$ cat config.mk
export PLATFORM = sky130hd
export DESIGN_NAME = color_detect_pipe
export DESIGN_NICKNAME = d
export VERILOG_FILES = /design/src/rtl/color_detect_pkg.sv /design/src/rtl/color_detect_pipe_rule_match.sv /design/src/rtl/color_detect_pipe.sv
export SDC_FILE = /design/constraint.sdc
export NUM_CORES = 1
export LEC_CHECK = 0
export BUFFER_PORTS_ARGS = -buffer_cell sky130_fd_sc_hd__buf_2
export CORE_AREA = 2 2 287 289
export DETAILED_ROUTE_END_ITERATION = 7
export DIE_AREA = 0 0 289 291
export HOLD_SLACK_MARGIN = 0.03
export PLACE_DENSITY = 0.48
export SYNTH_ARGS = -nofsm -noshare
export SYNTH_HDL_FRONTEND = slang
export SYNTH_SLANG_ARGS = --single-unit
$ cat constraint.sdc
create_clock -name clk -period 6.68 [get_ports clk]
set_clock_uncertainty 0.1 [all_clocks]
set_input_delay 1.336 -clock clk [delete_from_list [all_inputs] [get_ports clk]]
set_output_delay 1.336 -clock clk [all_outputs]
set_load 0.02 [all_outputs]
$ cat src/rtl/color_detect_pkg.sv
// Shared types, rule defaults and config-word layout for the colour detector.
package color_detect_pkg;

    typedef enum logic [1:0] {
        DOM_R   = 2'd0,
        DOM_G   = 2'd1,
        DOM_B   = 2'd2,
        DOM_OFF = 2'd3
    } dom_e;

    typedef struct packed {
        logic       enable;
        logic [5:0] other_max;
        logic [5:0] margin;
        logic [5:0] sat_min;
        logic [7:0] sum_min;
        dom_e       dom;
    } rule_t;

    localparam int unsigned CFG_DOM_LSB    = 0;
    localparam int unsigned CFG_SUMMIN_LSB = 2;
    localparam int unsigned CFG_SATMIN_LSB = 10;
    localparam int unsigned CFG_MARGIN_LSB = 16;
    localparam int unsigned CFG_OTHMAX_LSB = 22;
    localparam int unsigned CFG_ENABLE_BIT = 28;

    localparam logic [7:0] DEF_SUM_MIN   = 8'd35;
    localparam logic [5:0] DEF_SAT_MIN   = 6'd4;
    localparam logic [5:0] DEF_MARGIN    = 6'd6;
    localparam logic [5:0] DEF_OTHER_MAX = 6'd24;

    function automatic rule_t default_rule(input int unsigned ch);
        rule_t r;
        r.enable    = 1'b1;
        r.other_max = DEF_OTHER_MAX;
        r.margin    = DEF_MARGIN;
        r.sat_min   = DEF_SAT_MIN;
        r.sum_min   = DEF_SUM_MIN;
        case (ch)
            0:       r.dom = DOM_R;
            1:       r.dom = DOM_G;
            2:       r.dom = DOM_B;
            default: r.dom = DOM_OFF;
        endcase
        return r;
    endfunction

    function automatic rule_t unpack_rule(input logic [31:0] w);
        rule_t r;
        r.dom       = dom_e'(w[CFG_DOM_LSB +: 2]);
        r.sum_min   = w[CFG_SUMMIN_LSB +: 8];
        r.sat_min   = w[CFG_SATMIN_LSB +: 6];
        r.margin    = w[CFG_MARGIN_LSB +: 6];
        r.other_max = w[CFG_OTHMAX_LSB +: 6];
        r.enable    = w[CFG_ENABLE_BIT];
        return r;
    endfunction

endpackage

$ cat src/rtl/color_detect_pipe_rule_match.sv
// One colour rule evaluated against a scaled pixel; purely combinational.
module color_rule_match
    import color_detect_pkg::*;
(
    input  logic [5:0] r6,
    input  logic [5:0] g6,
    input  logic [5:0] b6,
    input  logic [7:0] sum,
    input  logic [5:0] sat,
    input  rule_t      rule,
    output logic       hit
);

    logic [5:0] dom_v;
    logic [5:0] oth_a;
    logic [5:0] oth_b;
    logic [6:0] diff_a;
    logic [6:0] diff_b;
    logic       dom_on;
    logic       ok_a;
    logic       ok_b;

    always_comb begin
        dom_v  = r6;
        oth_a  = g6;
        oth_b  = b6;
        dom_on = 1'b1;
        case (rule.dom)
            DOM_R: begin
                dom_v = r6;
                oth_a = g6;
                oth_b = b6;
            end
            DOM_G: begin
                dom_v = g6;
                oth_a = r6;
                oth_b = b6;
            end
            DOM_B: begin
                dom_v = b6;
                oth_a = r6;
                oth_b = g6;
            end
            default: dom_on = 1'b0;
        endcase

        // Bit 6 is the borrow: a dominant value below the other component fails outright.
        diff_a = {1'b0, dom_v} - {1'b0, oth_a};
        diff_b = {1'b0, dom_v} - {1'b0, oth_b};
        ok_a   = !diff_a[6] && (diff_a[5:0] >= rule.margin) && (oth_a <= rule.other_max);
        ok_b   = !diff_b[6] && (diff_b[5:0] >= rule.margin) && (oth_b <= rule.other_max);

        hit = rule.enable && dom_on
           && (sum >= rule.sum_min) && (sat >= rule.sat_min)
           && ok_a && ok_b;
    end

endmodule

$ cat src/rtl/color_detect_pipe.sv
// Two-stage streaming RGB565 classifier with shadowed rules and per-frame hit counters.
module color_detect_pipe
    import color_detect_pkg::*;
#(
    parameter int unsigned NUM_CH = 3,
    parameter int unsigned CNT_W  = 19,
    parameter int unsigned CH_W   = (NUM_CH > 1) ? $clog2(NUM_CH) : 1
) (
    input  logic                      clk,
    input  logic                      rst_n,
    input  logic                      s_valid,
    output logic                      s_ready,
    input  logic [15:0]               s_data,
    input  logic                      s_sof,
    input  logic                      s_eof,
    output logic                      m_valid,
    input  logic                      m_ready,
    output logic [NUM_CH-1:0]         m_mask,
    output logic [15:0]               m_data,
    output logic                      m_sof,
    output logic                      m_eof,
    input  logic [CH_W:0]             mode_sel,
    input  logic                      cfg_wr,
    input  logic [CH_W-1:0]           cfg_idx,
    input  logic [31:0]               cfg_wdata,
    output logic [NUM_CH*CNT_W-1:0]   det_count,
    output logic                      stats_valid
);

    rule_t [NUM_CH-1:0] shadow_q, shadow_d;
    rule_t [NUM_CH-1:0] active_q, active_d;

    logic adv;
    logic s_fire;
    logic m_fire;

    logic [5:0] in_r6, in_g6, in_b6, in_max, in_min;
    logic [7:0] in_sum;

    logic             s1_valid_q, s1_valid_d;
    logic [15:0]      s1_pix_q, s1_pix_d;
    logic [5:0]       s1_r6_q, s1_r6_d;
    logic [5:0]       s1_g6_q, s1_g6_d;
    logic [5:0]       s1_b6_q, s1_b6_d;
    logic [7:0]       s1_sum_q, s1_sum_d;
    logic [5:0]       s1_sat_q, s1_sat_d;
    logic             s1_sof_q, s1_sof_d;
    logic             s1_eof_q, s1_eof_d;
    logic [CH_W:0]    s1_mode_q, s1_mode_d;

    logic [NUM_CH-1:0] hit;
    logic              sel_bit;

    logic              m_valid_q, m_valid_d;
    logic [NUM_CH-1:0] m_mask_q, m_mask_d;
    logic [15:0]       m_data_q, m_data_d;
    logic              m_sof_q, m_sof_d;
    logic              m_eof_q, m_eof_d;

    logic [NUM_CH-1:0][CNT_W-1:0] cnt_q, cnt_d, cnt_nxt;
    logic [NUM_CH-1:0][CNT_W-1:0] det_q, det_d;
    logic                         stats_q, stats_d;

    assign adv    = m_ready || !m_valid_q;
    assign s_fire = s_valid && adv;
    assign m_fire = m_valid_q && m_ready;

    // Scaled components, brightness and saturation of the incoming pixel
    always_comb begin
        in_r6  = {s_data[15:11], 1'b0};
        in_g6  = s_data[10:5];
        in_b6  = {s_data[4:0], 1'b0};
        in_max = in_r6;
        if (in_g6 > in_max) in_max = in_g6;
        if (in_b6 > in_max) in_max = in_b6;
        in_min = in_r6;
        if (in_g6 < in_min) in_min = in_g6;
        if (in_b6 < in_min) in_min = in_b6;
        in_sum = 8'(in_r6) + 8'(in_g6) + 8'(in_b6);
    end

    // Active rules take the pre-write shadow, so a same-cycle cfg_wr waits a frame
    always_comb begin
        shadow_d = shadow_q;
        active_d = active_q;
        if (s_fire && s_sof) active_d = shadow_q;
        for (int unsigned i = 0; i < NUM_CH; i++) begin
            if (cfg_wr && (cfg_idx == CH_W'(i))) shadow_d[i] = unpack_rule(cfg_wdata);
        end
    end

    always_comb begin
        s1_valid_d = s1_valid_q;
        s1_pix_d   = s1_pix_q;
        s1_r6_d    = s1_r6_q;
        s1_g6_d    = s1_g6_q;
        s1_b6_d    = s1_b6_q;
        s1_sum_d   = s1_sum_q;
        s1_sat_d   = s1_sat_q;
        s1_sof_d   = s1_sof_q;
        s1_eof_d   = s1_eof_q;
        s1_mode_d  = s1_mode_q;
        if (adv) begin
            s1_valid_d = s_valid;
            s1_pix_d   = s_data;
            s1_r6_d    = in_r6;
            s1_g6_d    = in_g6;
            s1_b6_d    = in_b6;
            s1_sum_d   = in_sum;
            s1_sat_d   = in_max - in_min;
            s1_sof_d   = s_valid && s_sof;
            s1_eof_d   = s_valid && s_eof;
            s1_mode_d  = mode_sel;
        end
    end

    for (genvar g = 0; g < NUM_CH; g++) begin : g_rule
        color_rule_match u_match (
            .r6   (s1_r6_q),
            .g6   (s1_g6_q),
            .b6   (s1_b6_q),
            .sum  (s1_sum_q),
            .sat  (s1_sat_q),
            .rule (active_q[g]),
            .hit  (hit[g])
        );
    end

    always_comb begin
        sel_bit = 1'b0;
        for (int unsigned i = 0; i < NUM_CH; i++) begin
            if (s1_mode_q == (CH_W+1)'(i + 1)) sel_bit = hit[i];
        end

        m_valid_d = m_valid_q;
        m_mask_d  = m_mask_q;
        m_data_d  = m_data_q;
        m_sof_d   = m_sof_q;
        m_eof_d   = m_eof_q;
        if (adv) begin
            m_valid_d = s1_valid_q;
            m_mask_d  = hit;
            m_data_d  = (s1_mode_q == '0) ? s1_pix_q : {16{sel_bit}};
            m_sof_d   = s1_valid_q && s1_sof_q;
            m_eof_d   = s1_valid_q && s1_eof_q;
        end
    end

    // sof reloads rather than adds; eof publishes the total including its own pixel
    always_comb begin
        cnt_d   = cnt_q;
        det_d   = det_q;
        cnt_nxt = cnt_q;
        stats_d = m_fire && m_eof_q;
        if (m_fire) begin
            for (int unsigned i = 0; i < NUM_CH; i++) begin
                if (m_sof_q) begin
                    cnt_nxt[i] = CNT_W'(m_mask_q[i]);
                end else if (cnt_q[i] != '1) begin
                    cnt_nxt[i] = cnt_q[i] + CNT_W'(m_mask_q[i]);
                end
                if (m_eof_q) begin
                    det_d[i] = cnt_nxt[i];
                    cnt_d[i] = '0;
                end else begin
                    cnt_d[i] = cnt_nxt[i];
                end
            end
        end
    end

    always_ff @(posedge clk or negedge rst_n) begin
        if (!rst_n) begin
            for (int unsigned i = 0; i < NUM_CH; i++) begin
                shadow_q[i] <= default_rule(i);
                active_q[i] <= default_rule(i);
            end
            s1_valid_q <= 1'b0;
            s1_pix_q   <= '0;
            s1_r6_q    <= '0;
            s1_g6_q    <= '0;
            s1_b6_q    <= '0;
            s1_sum_q   <= '0;
            s1_sat_q   <= '0;
            s1_sof_q   <= 1'b0;
            s1_eof_q   <= 1'b0;
            s1_mode_q  <= '0;
            m_valid_q  <= 1'b0;
            m_mask_q   <= '0;
            m_data_q   <= '0;
            m_sof_q    <= 1'b0;
            m_eof_q    <= 1'b0;
            cnt_q      <= '0;
            det_q      <= '0;
            stats_q    <= 1'b0;
        end else begin
            shadow_q   <= shadow_d;
            active_q   <= active_d;
            s1_valid_q <= s1_valid_d;
            s1_pix_q   <= s1_pix_d;
            s1_r6_q    <= s1_r6_d;
            s1_g6_q    <= s1_g6_d;
            s1_b6_q    <= s1_b6_d;
            s1_sum_q   <= s1_sum_d;
            s1_sat_q   <= s1_sat_d;
            s1_sof_q   <= s1_sof_d;
            s1_eof_q   <= s1_eof_d;
            s1_mode_q  <= s1_mode_d;
            m_valid_q  <= m_valid_d;
            m_mask_q   <= m_mask_d;
            m_data_q   <= m_data_d;
            m_sof_q    <= m_sof_d;
            m_eof_q    <= m_eof_d;
            cnt_q      <= cnt_d;
            det_q      <= det_d;
            stats_q    <= stats_d;
        end
    end

    assign s_ready     = adv;
    assign m_valid     = m_valid_q;
    assign m_mask      = m_mask_q;
    assign m_data      = m_data_q;
    assign m_sof       = m_sof_q;
    assign m_eof       = m_eof_q;
    assign det_count   = det_q;
    assign stats_valid = stats_q;

endmodule

==> flow_summary.ini <==
[clocking]
post_cts_buffers = 0
clock_latency_ps = 580
clk_pin_slew_ps = 60
tritoncts = built
clkSinkCount = 346
htree_levels = 2
numCtsBuffers = 43
cts-root-buf = clkbuf_16
cts_resized = 0
clk_path_buf_depth = 3
ctsHoldBuffers = 0

[final_layout]
fillerInstances = 8561
ff_latch_area_um2 = 8730
n_antenna_cell = 0
syn2layout_area_growth_pct = 16.5
multi_input_area_um2 = 10400
fin_nets = 2413
stdcell_area_um2 = 23500
drive_gt1_share_pct = 20.1

[global_route]
grtUsageTotal_pct = 13.6
grt_max_degree = 147
overflow = 0
grt_pass1_wl_um = 89800
antenna_found_initial = 3
first_global_vias = 15500

[timing]
slew_headroom_pct = 28.7
tightest_slew_ps = 1070
setup_violations = 0
finalHoldViolations = 0
finalCritPeriodShare_pct = 86.4
rsz0062_at_grt = no
fin_ws_ps = 910
min_period_ps = 5770
timing_max_transition_violations_final = 0
fmax_mhz = 173
fin_hold_ws_ps = 372
fin_setup_tns_ps = 0

[detailed_routing]
via_count = 15200
wl_met2_um = 25400
wl_met3_um = 3060
drtIter0Drc = 895
drt-total-wl_um = 57100
wl_met1_um = 27000
ant_nets = 0
drc = 0
via_per_inst = 4.68
dr.pass1.iters = 5
highest_layer = met5
wl_per_cell_um = 17.5

[pwr]
p_per_area_nw_per_um2 = 354
vdd.ir_drop.worst_v = 0.000198
power.leakage_nw = 10.6

[run]
drv_cap = 0

[worst_setup_path]
critical_path.max_fanout = 11
cp.required_ps = 7070
crit_arrival_ps = 6160
worstSetupPathType = in -> reg
cp-end-kind = register
start_kind = input pin

[synth]
async_reset_ff_share_pct = 100
seq_area_frac_synth_pct = 43.4
synth.ff_latch_count = 346
ys_warn_count = 0
synth_top_family_by_area = compound AO/OA/AOI/OAI gates
synth_compound_area_share_pct = 14.9
synth_fa_ha_area_share_pct = 12.9
synth.distinct_cells = 69
yosys-mux-area-fraction_pct = 8.01
synth_cells = 2067
ys.flop_type = dfrtp_1
synthSimpleGateAreaFrac_pct = 12.0
synth_xor_area_share_pct = 3.61
synth.net_count = 2326
synth_edf_count = 0
synth_area_um2 = 20100
avgSynthCellArea_um2 = 9.74

[place]
port_buffers = 137
dp_slack_ps = 411
dp_hpwl_um = 41200
placed_cell_area_um2 = 21900
gp_congestion = 0.855

[floorplanning]
io_pins = 141
die_height_um = 291
start_util_pct = 24.8
core_area_um2 = 81200
die_width_um = 289
die-area_um2 = 84100
num_rows = 105

[min_path]
hold_class = reg -> reg

[run_status]
status = complete, no violations
logic make-up after synthesis:
| logic type | Yosys count |
|---|---|
| buffers and inverters | 263 |
| and+or+nand+nor | 533 |
| DFF | 346 |
| adders and majority gates | 200 |
| muxes | 144 |
| xor gates and xnor gates | 83 |
| AOI/OAI and AO/OA | 498 |
through the flow:
step,std cells,power (mW),util [%]
finish,3258,8.30,28.9
detailed placement,3179,5.78,26.9
CTS,3258,8.43,28.9
floorplan,2067,4.87,-
global placement,3179,5.69,26.9
global route,3258,8.98,28.9
flip-flops by register name, summed over array words and instances (netlist names):
signal and flops:
s1_valid_q 1, cnt_q 57, det_count 57, m_data 16, m_sof 1, m_valid 1, s1_pix_q 16, m_mask 3
s1_sat_q 6, s1_sof_q 1, s1_eof_q 1, active_q 87, s1_sum_q 7, shadow_q 87, s1_mode_q 3, stats_valid 1
m_eof 1
cell usage in the layout (no fill, tap or decap), types with 25 or more instances in the layout:
cell type,Yosys,final
clkbuf_16,0,43
nand2_1,271,271
mux2_2,136,136
a21oi_1,82,82
buf_2,9,136
a21o_1,41,41
ha_1,186,186
xnor2_1,48,48
o31ai_1,25,25
o21ai_0,239,239
nand3_1,35,34
dfstp_2,58,58
xor2_1,35,35
nor2_1,94,93
inv_1,152,152
dfrtp_1,288,288
synthesized netlist by cell type, types with 13 or more instances:
cell type	instances	area [µm²]
o21ai_0	239	1200
a21oi_1	82	410
xnor2_1	48	420
nand2b_1	16	100
nand3_1	35	175
nand2_1	271	1020
nor3_1	18	90.1
xor2_1	35	307
nor2b_1	15	93.8
ha_1	186	2330
inv_1	152	571
fa_1	13	260
and3_1	18	113
dfrtp_1	288	7210
a31oi_1	14	87.6
mux2_2	136	1530
nand4_1	15	93.8
a21o_1	41	308
clkbuf_1	88	330
o31ai_1	25	188
a221o_1	18	180
dfstp_2	58	1520
a22oi_1	17	128
nor2_1	94	353
final timing paths:
check                        startpoint       endpoint  slack (ps)  depth (start not counted)
max reg2reg                active_q[29]      m_data[7]        1330                         18
min                        shadow_q[43]   active_q[43]         370                          2
min reg2reg                shadow_q[43]   active_q[43]         370                          2
max in group asynchronous         rst_n     m_data[13]        4410                          2
max                          s_data[15]    s1_sat_q[5]         910                         21
min in group asynchronous         rst_n  det_count[15]         660                          1
report_power, final:
| part | leakage [nW] | switching (mW) | internal, mW |
|---|---|---|---|
| Sequential | 4.34 | 0.232 | 2.46 |
| Combinational | 5.50 | 1.70 | 1.35 |
| Clock | 0.772 | 0.964 | 1.61 |
| Total | 10.6 | 2.90 | 5.41 |
metal layers:
| layer | up-vias | global-route usage, % |
|---|---|---|
| met4 | 2 | 4.04 |
| met3 | 80 | 2.55 |
| met2 | 360 | 21.3 |
| li1 | 7369 | - |
| met5 | - | 0 |
| met1 | 7432 | 19.1 |
area by class of cell:
| cell class | count | area share (%) |
|---|---|---|
| timing repair buffer | 153 | 3.59 |
| sequential | 346 | 37.2 |
| clock buffer | 59 | 5.23 |
| inverter | 152 | 2.43 |
| multi-input combinational | 1458 | 44.3 |
| clock inverter | 20 | 1.51 |
| tap | 1070 | 5.71 |
critical path, stage by stage:
cell and delay (ps):
buf_2 190, inv_1 80, ha_1 320, and3_1 210
a211oi_2 370, and2_1 420, nor2_1 90, a21oi_1 190
ha_1 280, a21o_1 180, a21o_1 160, a221o_1 330
a31oi_1 210, buf_4 230, mux2_2 360, ha_1 310
a21o_1 190, a21o_1 200, a21o_1 190, a21o_1 150
a31oi_1 150
Note: power is estimated with default switching activity, not from simulation.
